File: src/rtl/clause_scanner.sv
// clause_scanner
// Scans one clause at a time, literal by literal, against the current
// variable assignment. Emits a one-cycle summary strobe for the unit checker.
//
// Handshake: a literal transfers on a rising edge where lit_valid && lit_ready.
// lit_ready is a registered output and is high only in SCAN. lit_valid may
// drop at any time; a cycle without a transfer leaves all state unchanged.
//
// Ports:
//   clock, reset          clock and asynchronous active-high reset
//   start                 begin a new clause (honoured only in IDLE)
//   lit_valid/lit_ready   literal handshake
//   lit_in                {negated, variable index}
//   lit_last              marks the final literal of the clause
//   asg_valid/asg_value   current assignment (bit i = variable i)
//   en_part_sat           one-cycle strobe, summary outputs valid
//   counter               falsified literal count (saturating)
//   clause_size           literal count minus one
//   part_sat              no true literal, at least one unassigned
//   conflict              every literal falsified
//   unit_lit              last unassigned literal of the clause
//   busy                  high in SCAN and DONE
//   dbg_state             current FSM state (0 IDLE, 1 SCAN, 2 DONE)
module clause_scanner #(
  parameter int size    = 8,
  parameter int var_num = 8
) (
  input  logic               clock,
  input  logic               reset,
  input  logic               start,
  input  logic               lit_valid,
  output logic               lit_ready,
  input  logic [size-1:0]    lit_in,
  input  logic               lit_last,
  input  logic [var_num-1:0] asg_valid,
  input  logic [var_num-1:0] asg_value,
  output logic               en_part_sat,
  output logic [size-1:0]    counter,
  output logic [size-1:0]    clause_size,
  output logic               part_sat,
  output logic               conflict,
  output logic [size-1:0]    unit_lit,
  output logic               busy,
  output logic [1:0]         dbg_state
);

  localparam int IW = (var_num > 1) ? $clog2(var_num) : 1;
  localparam logic [size-1:0] CNT_MAX = {size{1'b1}};
  localparam logic [size-1:0] ONE     = size'(1);

  typedef enum logic [1:0] {
    IDLE = 2'd0,
    SCAN = 2'd1,
    DONE = 2'd2
  } state_t;

  state_t          state;
  logic [size-1:0] lit_cnt;
  logic [size-1:0] fals_cnt;
  logic [size-1:0] unit_q;
  logic            sat_q;
  logic            unas_q;

  // Literal classification
  logic [size-2:0] var_idx;
  logic [IW-1:0]   idx;
  logic            neg;
  logic            in_range;
  logic            lit_unas;
  logic            lit_true;
  logic            lit_false;
  logic            accept;

  // Running values including the literal on the bus this cycle
  logic [size-1:0] lit_cnt_nx;
  logic [size-1:0] fals_cnt_nx;
  logic [size-1:0] unit_nx;
  logic            sat_nx;
  logic            unas_nx;

  assign var_idx   = lit_in[size-2:0];
  assign neg       = lit_in[size-1];
  assign idx       = var_idx[IW-1:0];
  // Out-of-range indices never touch the assignment vectors.
  assign in_range  = (int'(var_idx) < var_num);
  assign lit_unas  = !in_range || !asg_valid[idx];
  assign lit_true  = !lit_unas && (asg_value[idx] ^ neg);
  assign lit_false = !lit_unas && !lit_true;
  assign accept    = lit_valid && lit_ready;

  always_comb begin
    lit_cnt_nx  = (lit_cnt == CNT_MAX) ? lit_cnt : lit_cnt + ONE;
    fals_cnt_nx = (lit_false && fals_cnt != CNT_MAX) ? fals_cnt + ONE : fals_cnt;
    sat_nx      = sat_q || lit_true;
    unas_nx     = unas_q || lit_unas;
    unit_nx     = lit_unas ? lit_in : unit_q;
  end

  assign dbg_state = state;

  always_ff @(posedge clock or posedge reset) begin
    if (reset) begin
      state       <= IDLE;
      lit_cnt     <= '0;
      fals_cnt    <= '0;
      unit_q      <= '0;
      sat_q       <= 1'b0;
      unas_q      <= 1'b0;
      lit_ready   <= 1'b0;
      en_part_sat <= 1'b0;
      counter     <= '0;
      clause_size <= '0;
      part_sat    <= 1'b0;
      conflict    <= 1'b0;
      unit_lit    <= '0;
      busy        <= 1'b0;
    end else begin
      case (state)
        IDLE: begin
          en_part_sat <= 1'b0;
          if (start) begin
            state     <= SCAN;
            lit_cnt   <= '0;
            fals_cnt  <= '0;
            sat_q     <= 1'b0;
            unas_q    <= 1'b0;
            lit_ready <= 1'b1;
            busy      <= 1'b1;
          end
        end
        SCAN: begin
          if (accept) begin
            lit_cnt  <= lit_cnt_nx;
            fals_cnt <= fals_cnt_nx;
            sat_q    <= sat_nx;
            unas_q   <= unas_nx;
            unit_q   <= unit_nx;
            // Summary is registered on the accepting edge so it is valid
            // in the same cycle as the strobe.
            if (lit_last) begin
              state       <= DONE;
              lit_ready   <= 1'b0;
              en_part_sat <= 1'b1;
              counter     <= fals_cnt_nx;
              clause_size <= lit_cnt_nx - ONE;
              part_sat    <= !sat_nx && unas_nx;
              conflict    <= !sat_nx && !unas_nx;
              unit_lit    <= unit_nx;
            end
          end
        end
        DONE: begin
          state       <= IDLE;
          en_part_sat <= 1'b0;
          busy        <= 1'b0;
        end
        default: begin
          state       <= IDLE;
          lit_ready   <= 1'b0;
          en_part_sat <= 1'b0;
          busy        <= 1'b0;
        end
      endcase
    end
  end

endmodule

File: config.mk
export PLATFORM = sky130hd
export DESIGN_NAME = clause_scanner
export DESIGN_NICKNAME = d
export VERILOG_FILES = /design/src/rtl/clause_scanner.sv
export SDC_FILE = /design/constraint.sdc
export NUM_CORES = 1
export LEC_CHECK = 0
export CAP_MARGIN = 20
export CORE_ASPECT_RATIO = 1.1
export CORE_MARGIN = 8
export CORE_UTILIZATION = 25
export CTS_CLUSTER_SIZE = 28
export DETAILED_ROUTE_END_ITERATION = 8
export PLACE_DENSITY = 0.42
export SLEW_MARGIN = 30
export SYNTH_ARGS = -nofsm -noshare
export SYNTH_HDL_FRONTEND = slang
export SYNTH_SLANG_ARGS = --single-unit
File: constraint.sdc
create_clock -name clock -period 2.6 [get_ports clock]
set_input_delay 0.39 -clock clock [delete_from_list [all_inputs] [get_ports clock]]
set_output_delay 0.39 -clock clock [all_outputs]
set_load 0.02 [all_outputs]
; ---- Yosys cells after proc, flatten, opt, wreduce, memory -nomap -nowiden
; Index checks and enable logic that the tools add are counted.
; W data, S select, Z words.
[op_classes]
add_sub_neg = 3
magnitude_cmp = 2
eq_ne = 7
n_mux = 29
bitwise = 3
reduce_logical = 24
[op_table]
columns = operator, count
row1 = $mux W8, 6
row2 = $pmux W8 S2, 2
row3 = $add A8 B1 Y8 const B, 2
row4 = $mux W1, 11
row5 = $reduce_and A3 Y1, 3
row6 = $eq A8 B8 Y1 const B, 1
row7 = $ne A8 B8 Y1 const B, 1
row8 = $sub A8 B1 Y8 const B, 1
row9 = $lt A7 B4 Y1 const B, 1
row10 = $bmux W1 S3, 2
row11 = $logic_and A1 B1 Y1, 6
row12 = $logic_not A1 Y1, 6
row13 = $mux W2, 3
row14 = $ne A2 B2 Y1 const B, 3
row15 = $pmux W1 S2, 3
row16 = $reduce_and A2 Y1, 3
row17 = $lt A3 B4 Y1 const B, 1
row18 = $pmux W2 S2, 1
row19 = $reduce_and A4 Y1, 1
row20 = $logic_or A1 B1 Y1, 3
row21 = $pmux W1 S3, 1
row22 = $eq A2 B1 Y1 const B, 1
row23 = $eq A2 B2 Y1 const B, 1
row24 = $logic_not A2 Y1, 1
row25 = 3 further kinds, 4
[totals]
reg_bits = 57
input_bits = 29
out_inout_bits = 31
elab_cells = 82

; ---- Depth between registers and ports, before layout
[depth]
depth_word = 12
mapped_depth = 9
depth_no_buf = 8

; ---- Least setup slack after synthesis
; No wires, ideal clock.
[synth_timing]
path_kind = input to register
startpoint = input port lit_in[1]
endpoint = register counter[7]
setup_ns = 0.082
t_arrival_ns = 2.056
t_required_ns = 2.518
setup_slack_ns = 0.462
stages = 7
n_path_buf = 2
path_cell_list = buf_4 mux2i_1 mux4_2 xnor2_1 buf_4 or4_1 a31oi_1
[synth_between]
elab_chain_len = 10
elab_cells_between_ends = 15
classes_between = order compare (1) / mux (5) / bitwise (1) / reduce/logical (8)
[synth_lines]
columns = element, line_no
row1 = "start, declared", 33  ; input logic [size-1:0] lit_in,
row2 = "parallel branches: the longest is 7 deep, another holds $lt A7 B4 Y1", -
row3 = $logic_and A1 B1 Y1 *, 88  ; assign lit_false = !lit_unas && !lit_true;
row4 = $logic_and A1 B1 Y1 *, 93  ; fals_cnt_nx = (lit_false && fals_cnt != CNT_MAX) ? fals_cnt + ONE : fals_cnt;
row5 = $mux W8 *, 93
row6 = "end signal, assigned", 144  ; counter <= fals_cnt_nx;
row7 = "end, declared", 38  ; output logic [size-1:0] counter,
; Every way passes the cells marked *. The select of a mux whose other input is x is not followed.
; A chain may end at the register's enable or synchronous reset.

; ---- Worst setup path in the final report
[layout_timing]
startpoint = input port lit_in[1]
endpoint = register counter[4]
; Same word-level chain as after synthesis.

==> metrics.txt <==
worst slew pin tran between 0.4 and 0.5 ns; Synth Area per Inst between 9 and 10 um2; Mapped Area about 0.0032 mm2; Setup crit end counter[4]; Worst EP required approximately 2.8 ns; Synth Register Bits 57; Overall Global Routing Usage a little under an eighth; Tmin final ~2.4 ns; first-pass GRT wire length between 15000 and 20000 um; worst reg2reg startpoint fals_cnt[0]; IO Pins 60; Placed Instance Area between 0.004 and 0.005 mm2; ys async rst share 100%; Core ar. 0.0125 mm2; Detail Route Antenna Nets 0; area delta synth->final 41.5%; LEAKAGE about 0.0019 uW; CP delay by family, top buffers and inverters; number of fill cells around 1300; PostCTS Resize Cnt 0; Sequential cell area ~0.0014 mm2; reg2reg setup slack 0.46 ns; total power 4440 uW; number of hold buffers added after cts 0; PD cells just under 1000 mW/mm2; Layout Skew roughly 0.008 ns; Num Clock Sinks between 50 and 60; Vias between 2000 and 3000; hold crit path type primary input to asynchronous set/reset pin; Num CTS Buffers 9; via/cell ratio 4.99; initial antenna violation count 0; GP Congestion approximately 0.8; count of warnings emitted by yosys 0; Synth Instances approximately 340; worst r2r path cells 6; wirelength, routed 9320 um; FF-to-FF End counter[7]; final net count 458; largest net degree at the start of global routing 58; Rows 43; hpwl dp a little under 7000 um; Die Wd approximately 120 um; number of global-route vias before repair roughly 3000; Worst slew margin about 71%; Post-route DRC 0; # H-tree levels 3; Syn Nets 370; Diodes inserted 0; Inst Count DP 572; die height 134 um; worst path bufs/invs 2; setup violators final 0; fraction of the cycle the final worst path needs 93.7%; Layout Cells excl Fill approximately 590; Unique masters post-synth between 60 and 70; initial core utilization between 20% and 30%; DR WL/cell between 15 and 20 um; crit-path cells clkdlybuf4s50_1 > mux2i_1 > mux4_2 > xnor2_1 > buf_4 > or4_1 > a31oi_1; Crit Path Class primary input to register; share of layout cells above drive strength 1 17.0%; # Post-CTS Setup Buffers 0; Worst Setup SP lit_in[1]; max-cap viol count 0; Placement Setup Slack -0.183 ns; CP max-delay cell clkdlybuf4s50_1; Arr. time, crit path 2.68 ns; max frequency just over 400 MHz; Worst-Skew Late Latency 0.33 ns; design area 0.00449 mm2; sequential share of the synthesized area about 45%; Top FF cell, synth dfrtp_1; CTS root buffer clkbuf_16; Max IR drop VDD roughly 0.38 mV; RSZ-0062 raised after global routing no; Setup crit end kind register; Post-synth EDFFs 0; Max Slew Vio Count 0; number of cells on the critical path 7; starting DRC count in detailed routing 149; outcome complete, no violations; Max clock buf depth 2; Worst path max stage delay about 0.62 ns; 1st-pass router iterations 4; Critical Path Start Type primary input; # port buffers between 50 and 60; Crit Path Max Fanout 17; multi-input logic area between 0.0015 and 0.002 mm2; final setup margin ~0.16 ns; Clock transition at path regs 0.05 ns; final hold violation count 0; grt ovf 0; final core occ 35.9%; die footprint between 0.015 and 0.02 mm2; CTS tree yes
## kinds of logic (layout without fill, tap and decap cells)
group,count (synthesis),in the layout,synth area share [%]
mux,14,14,5.36
simple gates,131,131,21.0
compound gates,102,102,22.6
fa+ha+maj,3,3,1.18
buf+inv,27,119,3.82
xor+xnor,4,4,1.10
flops,57,57,44.9
## power breakdown
group          switching (uW)  total [uW]  internal [uW]  leakage [uW]
logic                     947        1810            863      0.000983
clock network             405        1240            838      0.000158
registers                 195        1390           1190      0.000719
total                    1550        4440           2890       0.00186
## layer usage
layer	share of wire, %	track usage, %	vias up
met3	3.5	2.73	17
met5	0	0	-
met2	50	20.1	52
met4	2.2	5.16	0
li1	-	-	1456
met1	44	13.5	1406
## worst register-to-register path, cell delays in order (launching register included)
cell,delay [ns]
dfrtp_1,0.42
ha_1,0.29
and2_1,0.23
nor4bb_1,0.39
inv_1,0.12
or4_1,0.42
a31oi_1,0.19
## Yosys cell counts, types with 5 or more instances
library cell | n | area (um2)
a21oi_1 | 12 | 60.1
a22o_1 | 5 | 43.8
a31oi_1 | 18 | 113
a41oi_1 | 5 | 43.8
and2_1 | 5 | 31.3
and3_1 | 6 | 37.5
clkbuf_1 | 11 | 41.3
dfrtp_1 | 57 | 1430
inv_1 | 7 | 26.3
mux2i_1 | 8 | 80.1
nand2_1 | 44 | 165
nand3_1 | 11 | 55.1
nand4_1 | 6 | 37.5
nor2_1 | 24 | 90.1
o21ai_0 | 20 | 100
o31ai_1 | 5 | 37.5
or2_2 | 5 | 31.3
or4_1 | 5 | 37.5
## registers in the layout, indices dropped and copies added, names as in the netlist, 2 cells and up
name	cells
counter	8
unit_lit	8
lit_cnt	8
unit_q	8
fals_cnt	8
dbg_state	2
clause_size	8
## layout by cell type (no fill, tap or decap), types with 2 or more instances in the layout
master,netlist,final
a211oi_1,2,2
a21boi_0,2,2
a21o_1,4,4
a21oi_1,12,12
a22o_1,5,5
a311oi_1,4,4
a31o_2,4,4
a31oi_1,18,18
a41oi_1,5,5
and2_1,5,5
and3_1,6,6
and4_1,3,3
buf_12,0,2
buf_4,4,36
clkbuf_16,0,9
clkbuf_8,0,4
clkdlybuf4s50_1,0,59
dfrtp_1,57,57
ha_1,3,3
inv_1,7,6
mux2_2,4,4
mux2i_1,8,8
mux4_2,2,2
nand2_1,44,44
nand2b_1,2,2
nand3_1,11,11
nand4_1,6,6
nor2_1,24,24
nor2b_1,4,4
nor3_1,4,4
nor4_1,3,3
o211ai_1,4,4
o21ai_0,20,20
o22ai_1,2,2
o31ai_1,5,5
or2_2,5,5
or4_1,5,5
xnor2_1,3,3
## final cells by class
class                      instances  area share (%)
clock buffer                      13            6.24
sequential                        57            31.7
clock inverter                     2           0.780
timing repair buffer              97            20.0
tap                              157            4.37
inverter                           7           0.585
multi-input combinational        254            36.2
## worst min path at each step
stage / end / slack [ns] / depth (start not counted)
final: clause_size[6] / 0.44 / 3
after global routing: conflict / 0.49 / 1
after CTS: clause_size[6] / 0.46 / 3
after detailed placement: conflict / 0.47 / 1
after global placement: conflict / 0.46 / 1
after floorplan: conflict / 0.45 / 1
## per-stage QoR
stage | hold WS [ns] | TNS, ns
after floorplan | 0.448 | 0
after global placement | 0.461 | -0.372
after detailed placement | 0.467 | -0.795
after CTS | 0.456 | 0
after global routing | 0.493 | 0
final | 0.443 | 0
(Power assumes the default switching activity.)
